<file path="src/rtl/best_arr_serializer.sv">
// Drains the per-query best-match array into the 11-bit output FIFO.
// Each entry is sent as three words: the index, then the high and low halves of the distance.
module best_arr_serializer #(
    parameter int unsigned  DATA_WIDTH  = 11,
    parameter int unsigned  NUM_QUERYS  = 494,
    parameter int unsigned  NUM_LEAVES  = 64,
    parameter int unsigned  LEAF_SIZE   = 8,
    localparam int unsigned LEAF_W      = $clog2(NUM_LEAVES),
    localparam int unsigned PT_W        = $clog2(LEAF_SIZE),
    localparam int unsigned IDX_WIDTH   = LEAF_W + PT_W,
    localparam int unsigned DIST_WIDTH  = 2 * DATA_WIDTH,
    localparam int unsigned QADDR_WIDTH = $clog2(NUM_QUERYS)
) (
    input  logic                   io_clk,
    input  logic                   io_rst_n,
    input  logic                   send_best_arr,
    output logic                   busy,
    output logic                   done,
    output logic                   mem_rd_en,
    output logic [QADDR_WIDTH-1:0] mem_addr,
    input  logic [IDX_WIDTH-1:0]   mem_rdata_idx,
    input  logic [DIST_WIDTH-1:0]  mem_rdata_dist,
    output logic                   out_fifo_wenq,
    output logic [DATA_WIDTH-1:0]  out_fifo_wdata,
    input  logic                   out_fifo_wfull_n
);

    localparam logic [QADDR_WIDTH-1:0] Q_LAST = QADDR_WIDTH'(NUM_QUERYS - 1);

    typedef enum logic [2:0] {
        S_IDLE,
        S_READ,
        S_CAPT,
        S_W0,
        S_W1,
        S_W2,
        S_FIN
    } state_e;

    state_e                 state;
    logic [QADDR_WIDTH-1:0] q;
    logic [DIST_WIDTH-1:0]  hold_dist;
    logic                   in_word;

    // Enqueue whenever a word is presented and the FIFO can take it, so every wenq is an accept.
    assign in_word       = (state == S_W0) || (state == S_W1) || (state == S_W2);
    assign out_fifo_wenq = in_word && out_fifo_wfull_n;

    always_ff @(posedge io_clk or negedge io_rst_n) begin
        if (!io_rst_n) begin
            state          <= S_IDLE;
            q              <= '0;
            hold_dist      <= '0;
            busy           <= 1'b0;
            done           <= 1'b0;
            mem_rd_en      <= 1'b0;
            mem_addr       <= '0;
            out_fifo_wdata <= '0;
        end else begin
            mem_rd_en <= 1'b0;
            done      <= 1'b0;
            case (state)
                S_IDLE: begin
                    if (send_best_arr) begin
                        q         <= '0;
                        mem_addr  <= '0;
                        mem_rd_en <= 1'b1;
                        busy      <= 1'b1;
                        state     <= S_READ;
                    end
                end
                S_READ: state <= S_CAPT;
                // Read data is valid exactly one cycle after the read strobe.
                S_CAPT: begin
                    hold_dist      <= mem_rdata_dist;
                    out_fifo_wdata <= DATA_WIDTH'(mem_rdata_idx);
                    state          <= S_W0;
                end
                S_W0: begin
                    if (out_fifo_wfull_n) begin
                        out_fifo_wdata <= hold_dist[DIST_WIDTH-1:DATA_WIDTH];
                        state          <= S_W1;
                    end
                end
                S_W1: begin
                    if (out_fifo_wfull_n) begin
                        out_fifo_wdata <= hold_dist[DATA_WIDTH-1:0];
                        state          <= S_W2;
                    end
                end
                S_W2: begin
                    if (out_fifo_wfull_n) begin
                        if (q == Q_LAST) begin
                            busy  <= 1'b0;
                            done  <= 1'b1;
                            state <= S_FIN;
                        end else begin
                            q         <= q + QADDR_WIDTH'(1);
                            mem_addr  <= q + QADDR_WIDTH'(1);
                            mem_rd_en <= 1'b1;
                            state     <= S_READ;
                        end
                    end
                end
                S_FIN:   state <= S_IDLE;
                default: state <= S_IDLE;
            endcase
        end
    end

endmodule

</file>
<file path="config.mk">
export PLATFORM = sky130hd
export DESIGN_NAME = best_arr_serializer
export DESIGN_NICKNAME = d
export VERILOG_FILES = /design/src/rtl/best_arr_serializer.sv
export SDC_FILE = /design/constraint.sdc
export NUM_CORES = 1
export LEC_CHECK = 0
export ABC_CLOCK_PERIOD_IN_PS = 1950
export CORE_MARGIN = 1
export CORE_UTILIZATION = 42
export DETAILED_ROUTE_END_ITERATION = 10
export PLACE_DENSITY = 0.7
export RECOVER_POWER = 25
export SLEW_MARGIN = 20
export SYNTH_ARGS = -nofsm -noshare
export SYNTH_HDL_FRONTEND = slang
export SYNTH_SLANG_ARGS = --single-unit
</file>
<file path="constraint.sdc">
create_clock -name io_clk -period 1.95 [get_ports io_clk]
set_input_delay 0.195 -clock io_clk [delete_from_list [all_inputs] [get_ports io_clk]]
set_output_delay 0.195 -clock io_clk [all_outputs]
set_load 0.005 [all_outputs]
</file>
==> results.py, run 1 <==
metrics = {
    "yosys": {
        "synth_nets": 248,
        "synthMuxAreaShare_pct": 16.1,
        "synth_top_family_by_area": "multiplexers",
        "synthTopCellsByCount": "dfrtp_1 (48), mux2_2 (23), nor2_1 (18)",
        "synth_compound_area_share_pct": 11.1,
        "synth.avg_cell_area_um2": 11.2,
        "synth_simple_gate_area_share_pct": 15.5,
        "netlist_top_cells_area": "dfrtp_1 (51%), mux2_2 (11%), mux2i_1 (4.6%)",
        "netlist_instances": 211,
        "async_flop_share_pct": 100,
        "synthAdderAreaFrac_pct": 1.06,
        "ys_ff_latch": 48,
        "ys.flop_type": "dfrtp_1",
        "synth_top_area_cell": "dfrtp_1",
        "ys_warn_count": 0,
        "yosysUniqueCellTypes": 39,
        "netlist_area_um2": 2370,
        "ys_seq_area_share_pct": 50.7,
        "yosysMostFrequentCell": "dfrtp_1",
        "yosysTopAreaCellShare_pct": 50.7,
        "synth_enable_flop_cells": 0,
        "synth_xor_area_share_pct": 1.11,
    },
    "grt": {
        "grt_max_degree": 31,
        "antenna_found_initial": 0,
        "grt_pass1_wl_mm": 8.68,
        "grt_remaining_overflow": 0,
        "grt_pass1_vias": 1759,
        "track_usage_pct": 18.7,
    },
    "die": {
        "die-width_um": 77.1,
        "die_h_um": 77.1,
        "rows": 26,
        "fp.coreArea_um2": 5270,
        "pin_count": 59,
        "dieArea_um2": 5950,
        "start_util_pct": 45.0,
    },
    "detailed_routing": {
        "wire_per_inst_um": 14.6,
        "first_iter_violations": 121,
        "first_pass_iters": 4,
        "drc": 0,
        "postRouteAntennaNets": 0,
        "totalWireLength_mm": 5.08,
        "vias": 1831,
        "vias_per_cell": 5.28,
    },
    "pwr": {
        "p_total_mw": 4.39,
        "peakVddDrop_mv": 0.835,
        "power_density_nw_per_um2": 1390,
        "p_leak_nw": 1.36,
    },
    "timing": {
        "fin_crit_ps": 1880,
        "rsz0062_at_grt": "false",
        "setup_violations": 0,
        "slew_headroom_pct": 18.9,
        "slew_viol_final": 0,
        "max_freq_ghz": 0.532,
        "setup_tns_ps": 0,
        "finalCritPeriodShare_pct": 96.5,
        "hold_viol_final": 0,
        "fin_skew_ps": 6.00,
        "tightest_slew_ps": 1220,
    },
    "layout": {
        "area.growth.synth_to_final_pct": 33.2,
        "antenna_cells": 0,
        "final_net_count": 313,
        "drive_gt1_share_pct": 17.7,
        "fillCellCount": 456,
    },
    "worst_hold_path": {
        "holdCritPathClass": "input pin to flip-flop",
    },
    "clocking": {
        "cts.reportedPaths.clkPinSlew_ps": 90,
        "cts_buffer_depth": 2,
        "cts_inserted_buffers": 5,
        "insertion_delay_ps": 300,
        "post_cts_buffers": 0,
        "cts.sinks": 48,
        "tritoncts": "yes",
        "cts_root_buf": "clkbuf_8",
        "htreeDepth": 2,
    },
    "setup_path": {
        "startpoint_type": "flip-flop",
        "worstPathCellList": "nand3b_1 > a21boi_2 > clkdlybuf4s50_1",
        "endpoint_kind": "output pin",
        "cp_num_buf_inv": 1,
        "cp_slowest_stage_delay_ps": 520,
        "slowest_stage": "clkdlybuf4s50_1",
        "path_class": "flip-flop to output pin",
        "path_delay_family": "buffers and inverters",
        "crit_required_ps": 1750,
        "critical_path_arrival_ps": 1690,
        "worstPathMaxFanout": 8,
    },
    "run": {
        "maxCapViolCount": 0,
    },
    "outcome": {
        "status": "finished, final reports clean",
    },
    "placed_design": {
        "numPortBuffers": 58,
        "routabilityCongestion": 0.795,
        "dp_hpwl_mm": 3.71,
    },
}
==> cells by family (layout without fill, tap and decap cells) <==
kind of cell,count (synthesis),after routing
adder cells (fa/ha/maj),2,2
AO/OA/AOI/OAI,37,37
AND/OR/NAND/NOR,63,63
buffers and inverters,23,89
multiplexers,35,35
flip-flops,48,48
XOR/XNOR,3,3
==> worst reg2reg max path: stages, from the launching register on <==
cell	delay, ps
dfrtp_2	460
buf_4	200
nand3b_1	90
a21oi_1	70
a21oi_1	210
buf_4	210
mux2_2	340
==> path summary, 6_finish.rpt <==
path                       depth (start not counted)                     start  slack, ps                            end
hold reg to reg                                    1  hold_dist[7]$_DFFE_PN0P_        500       hold_dist[7]$_DFFE_PN0P_
min in group asynchronous                          2                  io_rst_n        660               q[2]$_DFFE_PN0P_
setup / recovery                                   3      state[2]$_DFFE_PN0P_         70                  out_fifo_wenq
setup reg to reg                                   6      state[2]$_DFFE_PN0P_        250  out_fifo_wdata[9]$_DFFE_PN0P_
hold / removal                                     2         mem_rdata_dist[7]        490       hold_dist[7]$_DFFE_PN0P_
max in group asynchronous                          3                  io_rst_n        380       hold_dist[0]$_DFFE_PN0P_
==> report_power, final <==
| part | internal, mW | switching (mW) | total (mW) |
|---|---|---|---|
| registers | 1.41 | 0.237 | 1.65 |
| logic | 1.18 | 0.964 | 2.14 |
| clock network | 0.283 | 0.322 | 0.606 |
| total | 2.87 | 1.52 | 4.39 |
==> repair_timing <==
action	CTS	global route
cloned	0	0
endpoints found under the setup margin	1	1
hold endpoints to repair	21	0
hold buffers	1	0
resized for setup	1	2
==> area by class of cell <==
type,count,area (µm²),area share [%]
flip-flops and latches,48,1200,38.1
multi-input cells,140,1070,33.8
inverters,11,41.3,1.31
well taps,70,87.6,2.77
repair buffers,70,664,21.0
clock inverters,2,10.0,0.317
clock buffers,6,82.6,2.62
==> flip-flops by register name, summed over array words and instances (netlist names) <==
| name | flops |
|---|---|
| hold_dist | 22 |
| out_fifo_wdata | 11 |
| busy | 1 |
| state | 3 |
| q | 9 |
| mem_rd_en | 1 |
| done | 1 |
==> cells in the final DEF, fill, tap and decap left out, types with 2 or more instances in the layout <==
cell type	synthesis	routed
nand2b_1	4	4
o221ai_1	9	9
and2_1	2	2
nor2_1	18	17
a32o_1	2	2
clkinv_2	0	2
o211ai_1	2	2
mux2_2	23	23
a21oi_1	4	4
nand4_1	3	3
buf_4	3	10
nand2_1	8	8
clkbuf_8	0	6
dfrtp_1	48	47
nand3b_1	2	2
o31ai_1	3	3
nor3b_1	9	9
clkdlybuf4s50_1	0	57
xnor2_1	2	2
o21ai_0	11	11
nand3_1	5	5
and3_1	4	4
ha_1	2	2
mux2i_1	11	11
inv_1	11	11
and4b_1	2	2
==> stage by stage <==
| step | utilization, % | worst slack [ps] | hold WS, ps | cells | area, µm² |
|---|---|---|---|---|---|
| after floorplan | - | 482 | -101 | 211 | 2370 |
| after global placement | 57.9 | 219 | 195 | 338 | 3050 |
| after detailed placement | 57.9 | 183 | 194 | 338 | 3050 |
| after CTS | 59.9 | 20.0 | 397 | 347 | 3160 |
| after global routing | 59.9 | 4.24 | 484 | 347 | 3160 |
| final | 59.9 | 69.1 | 492 | 347 | 3160 |
==> layer usage <==
layer | up-vias | GRT usage [%] | routed length [µm]
met5 | - | 0 | 0
met4 | 0 | 6.79 | 64
met3 | 5 | 3.21 | 158
met2 | 35 | 28.8 | 2480
met1 | 899 | 26.2 | 2390
li1 | 892 | - | -
Note: power is estimated with default switching activity, not from simulation.
==> run 2: changes to the inputs <==
- ABC_CLOCK_PERIOD_IN_PS: 1950 -> not set
- CORE_UTILIZATION: 42 -> 49
- PLACE_DENSITY: 0.7 -> 0.8
==> run 2 against run 1 <==
Critical path depth is 1 higher. Clock power is 16% higher. Sequential share of layout area is 1.0 points lower. Critical path type unchanged. Flip-flop and latch count stayed put. Power is 7.6% higher. Non-clock buffer count is 9 higher. Cell count is 2.6% lower. Highest routed layer unchanged. Clock-buffer cell count stayed put.
==> results.py, run 2 (synthesized netlist as in run 1, its figures left out) <==
metrics = {
    "clocking": {
        "tritoncts": "yes",
        "cts_inserted_buffers": 5,
        "cts_root_buf": "clkbuf_8",
        "cts.reportedPaths.clkPinSlew_ps": 90,
        "insertion_delay_ps": 300,
        "cts_buffer_depth": 2,
        "htreeDepth": 2,
        "cts.sinks": 48,
    },
    "worst_hold_path": {
        "holdCritPathClass": "input pin to async pin",
    },
    "detailed_routing": {
        "postRouteAntennaNets": 0,
        "first_pass_iters": 4,
        "wire_per_inst_um": 15.9,
        "vias_per_cell": 5.64,
        "totalWireLength_mm": 5.39,
        "drc": 0,
        "first_iter_violations": 107,
        "vias": 1905,
    },
    "timing": {
        "setup_violations": 0,
        "fin_ws_ps": 69.1,
        "fin_skew_ps": 4.78,
        "slew_viol_final": 0,
        "finalCritPeriodShare_pct": 96.5,
        "hold_viol_final": 0,
        "rsz0062_at_grt": "false",
        "whs_ps": 427,
        "tightest_slew_ps": 632,
        "max_freq_ghz": 0.532,
        "fin_crit_ps": 1880,
        "slew_headroom_pct": 57.8,
    },
    "pwr": {
        "power_density_nw_per_um2": 1460,
        "peakVddDrop_mv": 0.874,
        "p_leak_nw": 1.42,
    },
    "setup_path": {
        "worstPathMaxFanout": 7,
        "critical_path_arrival_ps": 1690,
        "cp_slowest_stage_delay_ps": 510,
        "startpoint_type": "flip-flop",
        "crit_required_ps": 1750,
        "endpoint_kind": "output pin",
        "r2r_slack_ps": 190,
        "slowest_stage": "clkdlybuf4s50_1",
        "cp_num_buf_inv": 2,
        "path_class": "flip-flop to output pin",
        "worstPathCellList": "buf_4 > nand2b_4 > a21boi_2 > clkdlybuf4s50_1",
        "path_delay_family": "buffers and inverters",
    },
    "placed_design": {
        "placed_cell_area_um2": 3090,
        "numPortBuffers": 58,
        "dp_hpwl_mm": 3.78,
        "pre_cts_ws_ps": -72.6,
        "routabilityCongestion": 0.739,
    },
    "grt": {
        "grt_pass1_vias": 1831,
        "grt_max_degree": 26,
        "grt_remaining_overflow": 0,
        "antenna_found_initial": 0,
        "grt_pass1_wl_mm": 8.82,
        "track_usage_pct": 22.4,
    },
    "layout": {
        "antenna_cells": 0,
        "drive_gt1_share_pct": 21.7,
        "largest_reg_flops": 22,
        "final_net_count": 322,
        "fin_area_um2": 3250,
        "largest-register": "hold_dist",
        "layout_common_cells": "clkdlybuf4s50_1 (57), dfrtp_1 (46), mux2_2 (23)",
        "final_common_cell": "clkdlybuf4s50_1",
        "reg_top3": "hold_dist (22), out_fifo_wdata (11), q (9)",
        "fillCellCount": 333,
        "area.growth.synth_to_final_pct": 37.0,
    },
    "die": {
        "pin_count": 59,
        "dieArea_um2": 5120,
        "die-width_um": 71.5,
        "start_util_pct": 52.6,
        "rows": 24,
        "die_h_um": 71.5,
        "fp.coreArea_um2": 4500,
    },
    "run": {
        "maxCapViolCount": 0,
    },
    "outcome": {
        "status": "finished, final reports clean",
    },
}
## run 2: cell type report
| cell class | instances | area (µm²) | share of cell area, % |
|---|---|---|---|
| Inverter | 11 | 41.3 | 1.27 |
| Clock inverter | 2 | 35.0 | 1.08 |
| Timing Repair Buffer | 79 | 746 | 23.0 |
| Clock buffer | 6 | 72.6 | 2.24 |
| Multi-Input combinational cell | 140 | 1080 | 33.3 |
| Sequential cell | 48 | 1200 | 37.1 |
| Tap cell | 52 | 65.1 | 2.00 |
## run 2: routing by layer
metal  GRT usage, %  vias to the layer above  part of all wire [%]
li1               -                      912                     -
met1           30.4                      921                    44
met2           36.9                       66                    49
met3           4.64                        6                   5.6
met4           5.88                        0                   1.1
met5              0                        -                     0
## run 2: repair_timing
item / CTS / global route
gates resized for setup: 3 / 4
hold buffers: 1 / 0
setup buffers: 1 / 3
hold endpoints to repair: 23 / 0
gates cloned: 0 / 0
endpoints found under the setup margin: 7 / 10
pin swaps: 0 / 1
## run 2: power by group
group	switching [mW]	total, mW	internal [mW]
combinational	1.02	2.34	1.32
clock	0.323	0.703	0.381
sequential	0.267	1.68	1.41
## run 2: worst paths after layout
| check | startpoint | to | cells after the start |
|---|---|---|---|
| setup / recovery | state[1]$_DFFE_PN0P_ | out_fifo_wenq | 4 |
| max in group asynchronous | io_rst_n | hold_dist[0]$_DFFE_PN0P_ | 3 |
| hold / removal | io_rst_n | state[2]$_DFFE_PN0P_ | 2 |
| setup reg to reg | state[1]$_DFFE_PN0P_ | out_fifo_wdata[3]$_DFFE_PN0P_ | 6 |
| hold reg to reg | hold_dist[7]$_DFFE_PN0P_ | hold_dist[7]$_DFFE_PN0P_ | 1 |
| min in group io_clk | mem_rdata_dist[7] | hold_dist[7]$_DFFE_PN0P_ | 2 |
## run 2: stage by stage
step                      utilization (%)  power, mW  std cells  setup TNS [ps]
after floorplan                         -       3.06        211               0
after global placement               68.7       3.85        325               0
after detailed placement             68.7       3.93        325            -313
after CTS                            71.6       4.67        335           -3.92
after global routing                 72.1       5.05        338               0
final                                72.1       4.72        338               0
## run 2: worst register-to-register path: cells and delay by family, from the launching register on
kind | cells | cell delay [ps]
AO/OA/AOI/OAI | 1 | 270
buffers and inverters | 2 | 310
flip-flops | 1 | 420
multiplexers | 1 | 100
AND/OR/NAND/NOR | 2 | 550
==> edit 1 (config.mk and constraints of run 1) <==
`NUM_LEAVES`: 64 -> 32.
--- a/src/rtl/best_arr_serializer.sv
+++ b/src/rtl/best_arr_serializer.sv
@@ -5,3 +5,3 @@
     parameter int unsigned  NUM_QUERYS  = 494,
-    parameter int unsigned  NUM_LEAVES  = 64,
+    parameter int unsigned  NUM_LEAVES  = 32,
     parameter int unsigned  LEAF_SIZE   = 8,
Interface: changed (resized mem_rdata_idx); port bits go from 59 to 58. The function was not compared with the original's and may differ.
==> edit 1 against run 1 <==
  * Cell area increased by 1.6%
  * Synthesized area fell by 1.4%
  * Worst setup slack better by 0.057 ns
  * Total power grew 3.2%
  * Core utilization is 1.4 points higher
  * Hold slack better by 0.00053 ns
  * Die area is 1.4% lower
  * Non-clock buffer count rose by 7
  * Highest routed layer unchanged
  * Sequential cell count unchanged
  * Wire length shrank 0.14%
  * Combinational power rose by 4%
==> edit 1: results (changes against run 1) <==
.. list-table::
   :header-rows: 1

   * - Metric
     - Value
   * - Status
     - finished clean
   * - Met1 Wirelength
     - 2350 um (-1.6%)
   * - Max incr delay on CP
     - 0.48 ns (-0.04 ns)
   * - Ranking of synthesized cells by area
     - dfrtp_1 (51%), mux2_2 (12%), mux2i_1 (5.1%)
   * - Design Area, Final
     - 3210 um^2 (+1.6%)
   * - Cell Area, Placed
     - 3060 um^2 (+0.20%)
   * - Number of nets produced by synthesis
     - 246 (-0.81%)
   * - Xor and xnor fraction of the mapped netlist area
     - 0.750% (-0.36 points)
   * - Clock Skews
     - 0.00823 ns (+0.00223 ns)
   * - Length in cells of the worst reg-to-reg path
     - 5 (-1)
   * - Compound-gate portion of the synthesized area
     - 10.1% (-1.0 points)
   * - Worst-case register-to-register setup slack
     - 0.13 ns (-0.12 ns)
   * - Maximum number of pins on one net before global-route repair
     - 28 (-9.7%)
   * - Slew at the pin with the worst max-slew slack
     - 1.25 ns (+0.0304 ns)
   * - Fraction of layout cells with a size suffix above 1
     - 20.5% (+2.8 points)
   * - Number of antenna cells inserted
     - 0 (unchanged)
   * - Share of synthesized area spent on multiplexers
     - 17.2% (+1.1 points)
   * - Met2 Routed Length
     - 2400 um (-3.2%)
   * - Register area share after synthesis
     - 51.4% (+0.73 points)
   * - Via count of the first global-routing pass
     - 1,833 (+4.2%)
   * - Number of nets in the finished design
     - 318 (+1.6%)
   * - Total GRT Usage
     - 19.3% (+0.67 points)
   * - Post-synth top area share
     - 51.4% (+0.73 points)
   * - Initial drt markers
     - 104 (-14%)
   * - Crit path max-delay cell type
     - or4_1
   * - Count of port buffers added during placement
     - 57 (-1.7%)
   * - Yosys Warn Count
     - 0 (unchanged)
   * - Peak supply drop
     - 0.844 mV (+0.99%)
   * - Number of vias per cell
     - 5.22 (-1.1%)
   * - Count of filler cells inserted in the layout
     - 446 (-2.2%)
   * - Maximum fanout count along the critical path
     - 7 (-1)
   * - Worst endpoint data arrival time
     - 2.06 ns (+0.37 ns)
   * - Adder and majority cell fraction of the synthesized area
     - 1.07% (+0.015 points)
   * - Clk buf depth
     - 2 (unchanged)
   * - Sum of net half-perimeters after detailed placement
     - 3670 um (-0.89%)
   * - Count of unique library cells instantiated by Yosys
     - 36 (-7.7%)
   * - Metal3 WL
     - 260 um (+65%)
   * - Leakage power
     - 1.38 nW (+1.3%)
   * - Most frequent cells after synthesis
     - dfrtp_1 (48), mux2_2 (25), nor2_1 (16)
   * - Drt total wl
     - 5080 um (-0.14%)
   * - Final weighted congestion in routability-driven placement
     - 0.819 (+3.0%)
   * - Proportion of synthesized flip-flops having asynchronous set or reset
     - 100% (unchanged)
==> edit 1: where the power goes <==
part | internal (W) | total (W) | switching (W)
logic | 0.00128 | 0.00223 | 0.000950
clock network | 0.000287 | 0.000621 | 0.000334
registers | 0.00142 | 0.00167 | 0.000258
total | 0.00299 | 0.00453 | 0.00154
==> edit 1: layout make-up <==
class | count | share of cell area, %
repair buffers | 77 | 23.1
multi-input cells | 138 | 32.1
clock inverters | 2 | 0.468
flip-flops and latches | 48 | 37.6
well taps | 70 | 2.73
inverters | 12 | 1.40
clock buffers | 6 | 2.57
==> edit 1: cell families (layout without fill, tap and decap cells) <==
group,after synthesis,count (layout)
adder cells (fa/ha/maj),2,2
buffers and inverters,24,97
flip-flops,48,48
AND/OR/NAND/NOR,62,62
AO/OA/AOI/OAI,35,35
XOR/XNOR,2,2
multiplexers,37,37
==> edit 1: routing by layer <==
| layer | GRT usage, % | vias to the layer above |
|---|---|---|
| met1 | 25.6 | 890 |
| met2 | 30.4 | 49 |
| met3 | 5.15 | 5 |
| met5 | 0 | - |
| li1 | - | 898 |
| met4 | 6.92 | 0 |
==> edit 1: metrics by stage <==
| step | setup WS, ns | hold WS [ns] | power [W] | cells |
|---|---|---|---|---|
| 6_report | 0.126 | 0.492 | 0.00453 | 353 |
| 5_1_grt | 0.0156 | 0.491 | 0.00489 | 353 |
| 4_1_cts | 0.0476 | 0.390 | 0.00457 | 353 |
| 3_5_place_dp | 0.126 | 0.198 | 0.00384 | 339 |
| 3_3_place_gp | 0.159 | 0.202 | 0.00380 | 339 |
| 2_1_floorplan | 0.203 | -0.101 | 0.00300 | 210 |
==> edit 1: worst paths after layout <==
| check | startpoint | to |
|---|---|---|
| max in group asynchronous | io_rst_n | q[1]$_DFFE_PN0P_ |
| setup reg to reg | q[0]$_DFFE_PN0P_ | q[4]$_DFFE_PN0P_ |
| min in group asynchronous | io_rst_n | hold_dist[6]$_DFFE_PN0P_ |
| hold reg to reg | hold_dist[13]$_DFFE_PN0P_ | hold_dist[13]$_DFFE_PN0P_ |
| setup / recovery | q[0]$_DFFE_PN0P_ | q[4]$_DFFE_PN0P_ |
| hold / removal | mem_rdata_dist[4] | hold_dist[4]$_DFFE_PN0P_ |
==> edit 1: critical path: cells and delay by family, from the launching register on <==
family	cells	cell delay, ns
adder cells (fa/ha/maj)	1	0.23
AND/OR/NAND/NOR	3	0.92
AO/OA/AOI/OAI	1	0.14
flip-flops	1	0.46
==> edit 1: repair_timing <==
action                     4_1_cts  5_1_grt
hold endpoints to repair        21        0
hold buffers                     1        0
setup endpoints to repair        1        2
resized for setup                2        3
setup buffers                    5        0
==> edit 2 (flow settings as in run 1) <==
Without the edit above. The 7 states of `state_e` get a Gray code encoding in 3 bits.
--- a/src/rtl/best_arr_serializer.sv
+++ b/src/rtl/best_arr_serializer.sv
@@ -30,9 +30,9 @@
     typedef enum logic [2:0] {
-        S_IDLE,
-        S_READ,
-        S_CAPT,
-        S_W0,
-        S_W1,
-        S_W2,
-        S_FIN
+        S_IDLE = 3'b000,
+        S_READ = 3'b001,
+        S_CAPT = 3'b011,
+        S_W0   = 3'b010,
+        S_W1   = 3'b110,
+        S_W2   = 3'b111,
+        S_FIN  = 3'b101
     } state_e;
Formal check against the unedited RTL: same outputs for any inputs over 10 cycles, from zero or initial values and one cycle with io_rst_n low; not proved beyond that.
==> edit 2 against run 1 <==
  * Wire length is 10% lower
  * Total power is 8.3% lower
  * Combinational power is 17% lower
  * Core utilization is 0.27 points higher
  * Cell area is 2.7% lower
  * Sequential cell count stayed put
  * Worst setup slack better by 0.075 ns
  * Clock power is 0.7% lower
  * First-iteration DRC count is 40% lower
  * Maximum frequency is 4.2% higher
  * Synthesized area is 6.3% lower
  * Highest routed layer unchanged
==> edit 2: results (changes against run 1) <==
.. list-table::
   :header-rows: 1

   * - Metric
     - Value
   * - Final weighted congestion in routability-driven placement
     - 0.831 (+4.6%)
   * - Metal3 WL
     - 150 um (-5.1%)
   * - Length in cells of the worst reg-to-reg path
     - 7 (+1)
   * - Most frequent cells after synthesis
     - dfrtp_1 (48), nand2_1 (29), mux2_2 (24), o21ai_0 (24), mux2i_1 (10)
   * - Met2 Routed Length
     - 2150 um (-13%)
   * - Total GRT Usage
     - 18.5% (-0.14 points)
   * - Min cycle time layout
     - 1.81 ns (-0.0751 ns)
   * - Fraction of layout cells with a size suffix above 1
     - 19.4% (+1.7 points)
   * - Fin cells
     - 343 (-1.2%)
   * - Met1 Wirelength
     - 2200 um (-7.6%)
   * - Compound-gate portion of the synthesized area
     - 10.6% (-0.49 points)
   * - Dpl ws
     - 0.0392 ns (-0.144 ns)
   * - Register area share after synthesis
     - 54.1% (+3.4 points)
   * - Status
     - finished clean
   * - Met1 Resource Use GR
     - 26.7% (+0.54 points)
   * - Peak supply drop
     - 0.696 mV (-17%)
   * - Critical register-to-register path startpoint
     - q[1]$_DFFE_PN0P_
   * - Cell Area, Placed
     - 2980 um^2 (-2.5%)
   * - Adder and majority cell fraction of the synthesized area
     - 1.13% (+0.071 points)
   * - Placed Cells
     - 334 (-1.2%)
   * - DR pass1 iterations
     - 6 (+2)
   * - Initial drt markers
     - 72 (-40%)
   * - Share of synthesized area spent on multiplexers
     - 16.7% (+0.63 points)
   * - Fin Hold WS
     - 0.482 ns (-0.00923 ns)
   * - Leakage power
     - 1.32 nW (-2.5%)
   * - Met2 usage in global routing
     - 26.9% (-1.9 points)
   * - Count of mapped cells out of synthesis
     - 199 (-5.7%)
   * - Worst endpoint data arrival time
     - 1.61 ns (-0.08 ns)
   * - Via count of the first global-routing pass
     - 1,558 (-11%)
   * - Ranking of synthesized cells by area
     - dfrtp_1 (54%), mux2_2 (12%), o21ai_0 (5.4%)
   * - Number of nets in the finished design
     - 309 (-1.3%)
   * - Via count
     - 1,688 (-7.8%)
   * - Path type of the worst min-delay path
     - flip-flop to flip-flop
   * - Sum of net half-perimeters after detailed placement
     - 3400 um (-8.2%)
   * - Met3 Resource Use GR
     - 5.09% (+1.9 points)
   * - Clock network fraction of total power
     - 14.9% (+1.1 points)
   * - Switch Pwr
     - 0.00132 W (-13%)
   * - Xor and xnor fraction of the mapped netlist area
     - 0.394% (-0.71 points)
   * - Count of filler cells inserted in the layout
     - 442 (-3.1%)
   * - Net switching share of the total power
     - 32.7% (-2.0 points)
-- edit 2: cell types whose count changed after synthesis, moves of 3 or more --
cell | run 1 | this run
nand2b_1 | 4 | 0
nor3b_1 | 9 | 2
inv_1 | 11 | 5
nand2_1 | 8 | 29
o21ai_0 | 11 | 24
buf_4 | 3 | 0
nor2_1 | 18 | 3
o221ai_1 | 9 | 1
a21oi_1 | 4 | 0
-- edit 2: area by class of cell --
type                       count  area (um^2)  share of cell area [%]
inverter                       5         18.8                   0.611
multi-input combinational    135          948                    30.9
tap                           70         87.6                    2.85
sequential                    48         1200                    39.1
clock inverter                 1         7.51                   0.244
clock buffer                   7         86.3                    2.81
timing repair buffer          77          723                    23.5
-- edit 2: worst register-to-register path, delay by kind of cell, from the launching register on --
kind	cells	cell delay [ns]
compound gates	2	0.55
flops	1	0.38
fa+ha+maj	1	0.15
buf+inv	2	0.15
simple gates	2	0.40
